==> config.mk <==
export PLATFORM = sky130hd
export DESIGN_NAME = multicore_io_hub
export DESIGN_NICKNAME = d
export VERILOG_FILES = /design/src/rtl/multicore_pkg.sv /design/src/rtl/hub_fifo.sv /design/src/rtl/multicore_io_hub.sv
export SDC_FILE = /design/constraint.sdc
export NUM_CORES = 1
export LEC_CHECK = 0
export ABC_CLOCK_PERIOD_IN_PS = 16400
export CORE_MARGIN = 4
export CORE_UTILIZATION = 55
export CTS_CLUSTER_SIZE = 16
export DETAILED_ROUTE_END_ITERATION = 16
export GPL_TIMING_DRIVEN = 0
export PLACE_DENSITY = 0.81
export SLEW_MARGIN = 20
export SYNTH_ARGS = -nofsm -noshare
export SYNTH_HDL_FRONTEND = slang
export SYNTH_HIERARCHICAL = 1
export SYNTH_SLANG_ARGS = --single-unit
==> constraint.sdc <==
create_clock -name clk -period 16.4 [get_ports clk]
set_input_delay 3.28 -clock clk [delete_from_list [all_inputs] [get_ports clk]]
set_output_delay 3.28 -clock clk [all_outputs]
set_load 0.02 [all_outputs]
==> src/rtl/multicore_pkg.sv <==
// Shared defaults and helpers for the multicore I/O hub.
// Imported by the hub top and its FIFO.
package multicore_pkg;

  localparam int NCORES_DEF    = 4;
  localparam int DWIDTH_DEF    = 32;
  localparam int IN_DEPTH_DEF  = 8;
  localparam int OUT_DEPTH_DEF = 8;

  function automatic int clog2(input int v);
    int r;
    r = 0;
    while ((1 << r) < v) r++;
    return r;
  endfunction

endpackage

==> src/rtl/hub_fifo.sv <==
// Synchronous first-word fall-through FIFO.
// Flags derive from the registered occupancy count.
module hub_fifo
  import multicore_pkg::*;
#(
  parameter int WIDTH = DWIDTH_DEF,
  parameter int DEPTH = IN_DEPTH_DEF
) (
  input  logic                    clk,
  input  logic                    rst,
  input  logic                    push,
  input  logic [WIDTH-1:0]        wdata,
  input  logic                    pop,
  output logic [WIDTH-1:0]        rdata,
  output logic                    empty,
  output logic                    full,
  output logic [clog2(DEPTH):0]   level
);

  localparam int AW = clog2(DEPTH);

  logic [WIDTH-1:0] mem [DEPTH];
  logic [AW-1:0]    wptr;
  logic [AW-1:0]    rptr;
  logic [AW:0]      count;
  logic             do_push;
  logic             do_pop;

  assign empty   = (count == '0);
  assign full    = (count == (AW+1)'(DEPTH));
  assign do_push = push && !full;
  assign do_pop  = pop && !empty;
  assign rdata   = mem[rptr];
  assign level   = count;

  always_ff @(posedge clk) begin
    if (do_push) mem[wptr] <= wdata;
  end

  always_ff @(posedge clk) begin
    if (rst) begin
      wptr  <= '0;
      rptr  <= '0;
      count <= '0;
    end else begin
      if (do_push) wptr <= wptr + 1'b1;
      if (do_pop)  rptr <= rptr + 1'b1;
      unique case ({do_push, do_pop})
        2'b10:   count <= count + 1'b1;
        2'b01:   count <= count - 1'b1;
        default: count <= count;
      endcase
    end
  end

endmodule

==> src/rtl/multicore_io_hub.sv <==
// Hub fanning a host stream out to cores and merging results back.
// Two round-robin arbiters, each fronted or backed by a FIFO.
module multicore_io_hub
  import multicore_pkg::*;
#(
  parameter int NCORES    = NCORES_DEF,
  parameter int DWIDTH    = DWIDTH_DEF,
  parameter int IN_DEPTH  = IN_DEPTH_DEF,
  parameter int OUT_DEPTH = OUT_DEPTH_DEF
) (
  input  logic                       clk,
  input  logic                       rst,
  input  logic [DWIDTH-1:0]          in_data,
  input  logic                       in_valid,
  output logic                       in_ready,
  input  logic [NCORES-1:0]          req_in,
  output logic [DWIDTH-1:0]          core_data,
  output logic [NCORES-1:0]          core_valid,
  input  logic [NCORES-1:0]          out_en,
  input  logic [NCORES*DWIDTH-1:0]   io_out,
  output logic [NCORES-1:0]          out_ack,
  output logic [DWIDTH-1:0]          out_data,
  output logic                       out_valid,
  input  logic                       out_ready,
  output logic [clog2(IN_DEPTH):0]   in_level,
  output logic [clog2(OUT_DEPTH):0]  out_level
);

  localparam int PW = clog2(NCORES);

  function automatic logic [PW-1:0] rr_pick(
    input logic [NCORES-1:0] req,
    input logic [PW-1:0]     ptr
  );
    logic [PW-1:0] pick;
    logic          found;
    int            idx;
    pick  = ptr;
    found = 1'b0;
    for (int k = 0; k < NCORES; k++) begin
      idx = int'(ptr) + k;
      if (idx >= NCORES) idx = idx - NCORES;
      if (!found && req[idx]) begin
        found = 1'b1;
        pick  = PW'(idx);
      end
    end
    return pick;
  endfunction

  function automatic logic [PW-1:0] rr_next(input logic [PW-1:0] p);
    return (p == PW'(NCORES-1)) ? '0 : p + 1'b1;
  endfunction

  logic              in_push;
  logic              in_grant;
  logic              in_empty;
  logic              in_full;
  logic [DWIDTH-1:0] in_head;
  logic [PW-1:0]     in_ptr;
  logic [PW-1:0]     in_pick;

  assign in_ready = !rst && !in_full;
  assign in_push  = in_valid && in_ready;
  assign in_grant = !rst && !in_empty && (|req_in);
  assign in_pick  = rr_pick(req_in, in_ptr);

  hub_fifo #(
    .WIDTH (DWIDTH),
    .DEPTH (IN_DEPTH)
  ) u_in_fifo (
    .clk   (clk),
    .rst   (rst),
    .push  (in_push),
    .wdata (in_data),
    .pop   (in_grant),
    .rdata (in_head),
    .empty (in_empty),
    .full  (in_full),
    .level (in_level)
  );

  always_ff @(posedge clk) begin
    if (rst) begin
      in_ptr     <= '0;
      core_valid <= '0;
      core_data  <= '0;
    end else begin
      core_valid <= '0;
      if (in_grant) begin
        core_valid <= NCORES'(1) << in_pick;
        core_data  <= in_head;
        in_ptr     <= rr_next(in_pick);
      end
    end
  end

  logic              out_accept;
  logic              out_pop;
  logic              out_empty;
  logic              out_full;
  logic [NCORES-1:0] out_elig;
  logic [PW-1:0]     out_ptr;
  logic [PW-1:0]     out_pick;
  logic [DWIDTH-1:0] out_word;

  // A core whose ack is showing this cycle still has the old word up.
  assign out_elig   = out_en & ~out_ack;
  assign out_accept = !rst && !out_full && (|out_elig);
  assign out_pick   = rr_pick(out_elig, out_ptr);
  assign out_word   = io_out[int'(out_pick)*DWIDTH +: DWIDTH];
  assign out_valid  = !rst && !out_empty;
  assign out_pop    = out_valid && out_ready;

  hub_fifo #(
    .WIDTH (DWIDTH),
    .DEPTH (OUT_DEPTH)
  ) u_out_fifo (
    .clk   (clk),
    .rst   (rst),
    .push  (out_accept),
    .wdata (out_word),
    .pop   (out_pop),
    .rdata (out_data),
    .empty (out_empty),
    .full  (out_full),
    .level (out_level)
  );

  always_ff @(posedge clk) begin
    if (rst) begin
      out_ptr <= '0;
      out_ack <= '0;
    end else begin
      out_ack <= '0;
      if (out_accept) begin
        out_ack <= NCORES'(1) << out_pick;
        out_ptr <= rr_next(out_pick);
      end
    end
  end

endmodule

### Yosys cells after proc, flatten, opt, wreduce, memory -nomap -nowiden

Memories as Yosys holds them, arrays and structs flattened. A register that Yosys moved wholly into a read port is not among the register bits.
Index checks and enable logic that the tools add are counted.

| storage, ports and cells | value |
|---|---|
| output and inout port bits | 82 |
| bits in writable memories | 512 |
| input bits | 172 |
| memories | 2 |
| word-level logic and storage cells | 160 |
| bits in registers | 32 |

| operators by class | value |
|---|---|
| reduce and logical (&&, ||, !) cells | 37 |
| equality and inequality tests | 8 |
| bitwise logic cells | 4 |
| $add $sub $neg | 24 |
| muxes and demuxes | 56 |
| shift operators | 3 |
| magnitude comparators | 16 |

Memories:

| name | depth | bits a word | read ports | clocked after Yosys merged registers in | wr ports | RTL line | source |
|---|---|---|---|---|---|---|---|
| u_in_fifo.mem | 8 | 32 | 1 | 1 | 1 | hub_fifo.sv:22 | `logic [WIDTH-1:0] mem [DEPTH];` |
| u_out_fifo.mem | 8 | 32 | 1 | 1 | 1 | hub_fifo.sv:22 |  |

Operators by type and width:

| operator | count |
|---|---|
| < comparator 32 x 4 -> 1 bit, second input constant | 8 |
| two-way mux 32 bit | 8 |
| variable part select 128 x 8 -> 32 bit | 1 |
| two-way mux 1 bit | 26 |
| subtractor 3 x 3 -> 4 bit, second input constant | 6 |
| two-way mux 2 bit | 10 |
| >= comparator 3 bit, second input constant | 6 |
| logical AND 1 bit | 18 |
| binary-select mux 1 bit (select 2 bit) | 8 |
| one-hot mux 4 bit (2 select lines) | 2 |
| adder 2 x 2 -> 3 bit, second input constant | 4 |
| adder 3 x 1 -> 3 bit, second input constant | 4 |
| logical NOT 1 bit | 11 |
| adder 4 x 1 -> 4 bit, second input constant | 2 |
| equality test 2 bit, second input constant | 4 |
| equality test 4 bit, second input constant | 2 |
| logical NOT 4 bit | 2 |
| OR reduction 4 bit | 2 |
| left shift 1 x 2 -> 4 bit, first input constant | 2 |
| subtractor 2 x 3 -> 4 bit, second input constant | 2 |
| subtractor 4 x 1 -> 4 bit, second input constant | 2 |
| adder 2 x 1 -> 3 bit, second input constant | 2 |
| >= comparator 2 x 3 -> 1 bit, second input constant | 2 |
| two-way mux 3 bit | 2 |
| 7 further kinds | 12 |

### Longest topological paths before layout

| logic depth | value |
|---|---|
| word-level depth | 17 |
| gate-level depth with buffers | 15 |
| depth with buffers taken out | 13 |

### By module

The synthesis kept the hierarchy.

Modules (own cells, without submodules):

| module | instances | cells an instance | area each (µm²) |
|---|---|---|---|
| hub_fifo at u_out_fifo | 1 | 444 | 10582.6 |
| hub_fifo at u_in_fifo | 1 | 444 | 10542.6 |
| multicore_io_hub | 1 | 323 | 2810.2 |

### Worst setup path before layout

Ideal clock, no wire load.

| timing path | value |
|---|---|
| kind | input -> register |
| from | in rst |
| to | mem u_in_fifo/mem[0][0] (netlist bit) (enable) |
| stages | 4 |
| setup time | 501 ps |
| arrival | 7108 ps |
| path slack | 8791 ps |
| path through | nor2_1 -> and2_1 -> nand2_8 -> nor4_1 |

| on the way | value |
|---|---|
| word-level cells in the longest chain between the ends | 6 |

Ends and longest elaborated chain:

| element | RTL line | source |
|---|---|---|
| start: declaration | multicore_io_hub.sv:12 | `input logic rst,` |
| logical NOT 1 bit | multicore_io_hub.sv:63 | `assign in_ready = !rst && !in_full;` |
| logical AND 1 bit | multicore_io_hub.sv:63 |  |
| logical AND 1 bit | multicore_io_hub.sv:64 | `assign in_push = in_valid && in_ready;` |
| net in_push | multicore_io_hub.sv:55 | `logic in_push;` |
| logical AND 1 bit | hub_fifo.sv:31 | `assign do_push = push && !full;` |
| two-way mux 1 bit | hub_fifo.sv:37 | `if (do_push) mem[wptr] <= wdata;` |
| two-way mux 1 bit (not written as such) | hub_fifo.sv:37 |  |
| end: declaration | hub_fifo.sv:22 |  |

The timed path passes the listed nets, and every way through them passes these cells.

### Worst setup path in the final report

| timing path | value |
|---|---|
| from | in rst |
| to | out out_valid |

| on the way | value |
|---|---|
| word-level cells in the longest chain between the ends | 2 |

Ends and longest elaborated chain:

| element | RTL line | source |
|---|---|---|
| logical NOT 1 bit | multicore_io_hub.sv:112 | `assign out_valid = !rst && !out_empty;` |
| logical AND 1 bit | multicore_io_hub.sv:112 |  |
| end: declaration | multicore_io_hub.sv:23 | `output logic out_valid,` |

Every way passes these cells.

==> impl_summary.txt <==
----------------------------------------------------
[Synth]
  Sequential-to-total area share from yosys stat ... 70.1%
  Syn_area_per_cell ... slightly below 20 um^2
  Count of state elements after synthesis ... between 500 and 600
  Post-synthesis async set-or-reset flop share ... 0%
  Number of warning messages in the yosys log ... 6
  Count of cell types in the netlist ... just under 60
  Instance count of the mapped netlist ... around 1200
  Post-Syn Area ... around 24000 um^2
  Post-synth net total ... about 1400
  Most used flip-flop cell after synthesis ... edfxtp_1
  Count of flip-flops with a built-in enable after synthesis ... about 500

[STA]
  Setup WS post-layout ... 8030 ps
  Maximum clock frequency ... ~120 MHz
  Final period utilization ... about half
  Final setup TNS ... 0 ps
  Transition time at the pin with the least slew margin ... just over 900 ps
  Final slew viol count ... 0
  Worst relative slew slack ... ~38%
  Largest clock skew in the final design ... 32.8 ps
  Final Setup Violations ... 0
  Setup repair after global routing missed its margin ... no
  Period minus WS final ... approximately 8400 ps
  Hold violation total from the final report ... 0

[Die]
  Y dimension of the die ... between 200 and 250 um
  Initial Utilization ... roughly 56%
  Die area ... roughly 47000 um^2
  Floorplan row count ... 76
  Core Region ... 43100 um^2
  Ports placed on the boundary ... about 250
  Die span in x ... approximately 220 um

[Layout]
  Number of antenna diodes ... 0
  Sequential cell area ... between 15000 and 20000 um^2
  Filler cell count ... approximately 2700
  Fin nets ... ~1800
  Share of layout cells above drive strength 1 ... around a fifth
  Synth-to-layout area growth ... 23.5%
  Most common library cell in the layout ignoring fill and taps ... edfxtp_1
  Multi-input logic area ... between 6000 and 7000 um^2
  Most frequent cells in the layout ... 512 x edfxtp_1, 253 x clkdlybuf4s50_1, 100 x mux2i_1
  Layout Utilization ... about two thirds

[Global routing]
  GR met2 Demand/Resource ... between 40 and 50%
  Most used routing layer in global routing ... met2
  Wire length of the first global-routing pass ... about 80000 um
  Overall Global Routing Usage ... about a quarter
  Maximum number of pins on one net before global-route repair ... 21
  Global-route met3 utilization ... around 5.6%
  Number of global-route vias before repair ... around 14000
  Antenna violations before repair ... 4
  Total grt overflow ... 0
  Met1 usage ... 28.6%

[Detailed routing]
  Remaining routing DRC violations ... 0
  Average via count per standard cell ... between 5 and 6
  Post-detailed-route wirelength per cell ... 24.9 um
  Routed Wire Length ... 54700 um
  DRC marker count from the first detailed-route iteration ... 905
  Count of TritonRoute iterations in the first routing pass ... 5
  Number of antenna-violating nets in the routed design ... 0
  Vias ... 12900

[Critical path]
  List of cells traversed by the critical path ... clkdlybuf4s50_1 -> nor2_1 -> clkdlybuf4s50_1
  Crit path top cell by count ... clkdlybuf4s50_1
  Logic depth of the worst setup path including buffers ... 3
  Critical path arrival ... roughly 5100 ps
  Buffer and inverter count on the worst path ... 2
  Family with the most delay on the worst path ... buffers and inverters
  CP Capture Type ... primary output
  Logic depth of the worst register-to-register path ... 11
  Critical Path Source Type ... input pin
  WP data required ... approximately 13000 ps
  Slowest Stage Delay on Critical Path ... about 700 ps
  Slowest cell on the critical path ... clkdlybuf4s50_1
  Maximum fanout along the worst path ... 12
  Class of the most critical setup path ... input pin to primary output

[Clock tree]
  Maximum buffer depth of the clock tree ... 3
  Post_cts resized ... 0
  Total number of H-tree levels ... 2
  Clock latency of the later-clocked register in the worst-skew pair ... 610 ps
  Clock sink total ... 582
  CTS tree ... built
  Clock tree root buffer cell ... clkbuf_16
  Number of hold-repair buffers added at the cts stage ... 0
  Clock Pin Slew Worst Setup and Hold Paths ... roughly 60 ps
  Buffers inserted during post-CTS setup optimization ... 0
  Number of buffers created by CTS ... between 50 and 60

[Run]
  Max-Cap Viols ... 0

[Min path]
  Cells on Worst Hold Path ... 2
  Min-Delay Path Class ... flip-flop to flip-flop

[Place]
  Dpl ws ... 8040 ps
  Final weighted congestion in routability-driven placement ... between 0.7 and 0.8
  Post-detail-place hpwl ... between 30000 and 40000 um
  I/O Buffers ... roughly 250

[Power and ir drop]
  Static Leak ... 0.00990 uW
  Pwr/cell area ... about 120 nW/um^2
  Worst IR drop on VDD ... 0.111 mV

[Run status]
  Result of the run ... completed

----------------------------------------------------
metal layers:
layer	vias to the layer above	routed length, um
met4	8	1750
met1	6562	20600
met5	-	61
met2	559	28300
met3	106	4060
li1	5669	-
through the flow:
step / power, uW / hold slack, ps / instances / instance area [um^2]
5_1_grt: 3600 / 470 / 2202 / 29600
6_report: 3480 / 457 / 2202 / 29600
3_3_place_gp: 2270 / 443 / 2049 / 27200
2_1_floorplan: 2070 / 485 / 1211 / 23900
4_1_cts: 3510 / 461 / 2202 / 29600
3_5_place_dp: 2290 / 451 / 2103 / 27800
cell type report:
class,instances,share of cell area [%]
sequential,582,56.7
multi-input combinational,556,22.6
timing repair buffer,307,10.4
clock buffer,72,4.90
tap,585,2.48
buffer,65,1.86
inverter,8,0.102
clock inverter,27,0.914
kinds of logic (layout without fill, tap and decap cells):
group / after synthesis / count (layout) / synth area share (%)
mux: 295 / 295 / 21.2
fa+ha+maj: 11 / 11 / 0.575
buf+inv: 73 / 479 / 2.42
compound gates: 68 / 68 / 1.79
flops: 582 / 582 / 70.1
simple gates: 168 / 168 / 3.43
xor+xnor: 14 / 14 / 0.512
registers in the layout (all words and copies together) (netlist names), named ones only:
| register | cells |
|---|---|
| u_in_fifo/mem | 256 |
| out_ptr | 2 |
| u_in_fifo/rptr | 3 |
| u_out_fifo/rptr | 3 |
| u_in_fifo/level | 4 |
| in_ptr | 2 |
| u_in_fifo/wptr | 3 |
| u_out_fifo/level | 4 |
| core_data | 32 |
| out_ack | 4 |
| u_out_fifo/wptr | 3 |
| core_valid | 4 |
| u_out_fifo/mem | 256 |
cell usage after synthesis, types with 2 or more instances:
cell | n | area [um^2]
dfxtp_1 | 70 | 1400
o21ai_0 | 2 | 10.0
or4b_4 | 2 | 27.5
clkbuf_1 | 17 | 63.8
nor2_1 | 37 | 139
mux2_2 | 44 | 495
a21oi_1 | 45 | 225
a21o_1 | 2 | 15.0
buf_6 | 16 | 180
buf_1 | 8 | 30.0
mux2i_1 | 100 | 1000
nor3_1 | 10 | 50.1
nand2b_4 | 2 | 27.5
mux4_1 | 92 | 2420
a21oi_2 | 2 | 17.5
and2_1 | 2 | 12.5
or3_1 | 2 | 12.5
o221ai_1 | 3 | 26.3
mux4_2 | 36 | 811
o41a_1 | 2 | 22.5
nand2b_1 | 7 | 43.8
nand2_1 | 76 | 285
buf_12 | 6 | 120
mux2_4 | 23 | 345
edfxtp_1 | 512 | 15400
nand2_8 | 2 | 40.0
nand3_1 | 6 | 30.0
nor3b_1 | 3 | 22.5
clkbuf_8 | 3 | 41.3
xnor2_1 | 2 | 17.5
buf_8 | 2 | 30.0
xor2_1 | 12 | 105
buf_4 | 5 | 37.5
inv_1 | 7 | 26.3
ha_1 | 11 | 138
nor4_1 | 6 | 37.5
buf_2 | 6 | 30.0
o21ai_1 | 2 | 10.0
nor2b_1 | 6 | 37.5
worst register-to-register path, stage by stage (launching register included):
cell     delay [ps]
dfxtp_1         490
or4b_4          200
buf_6           120
inv_1            50
nor2_1          100
and2_1          330
nand2_8         120
nor4_2          700
buf_2           350
buf_4           200
buf_4           160
buf_2           200
final timing paths:
| check | slack [ps] | startpoint | to |
|---|---|---|---|
| worst max register to register | 13040 | u_in_fifo/level[0] | u_in_fifo/mem[0][15] |
| worst min register to register | 460 | core_data[10] | core_data[10] |
| worst max-delay path | 8030 | rst | out_valid |
| worst min-delay path | 460 | core_data[10] | core_data[10] |
where the power goes:
group          switching, uW  total, uW  internal [uW]
Clock                    533       1220            686
Sequential              23.9       1740           1720
Combinational            281        516            236
Power figures use the tool's default switching activity.
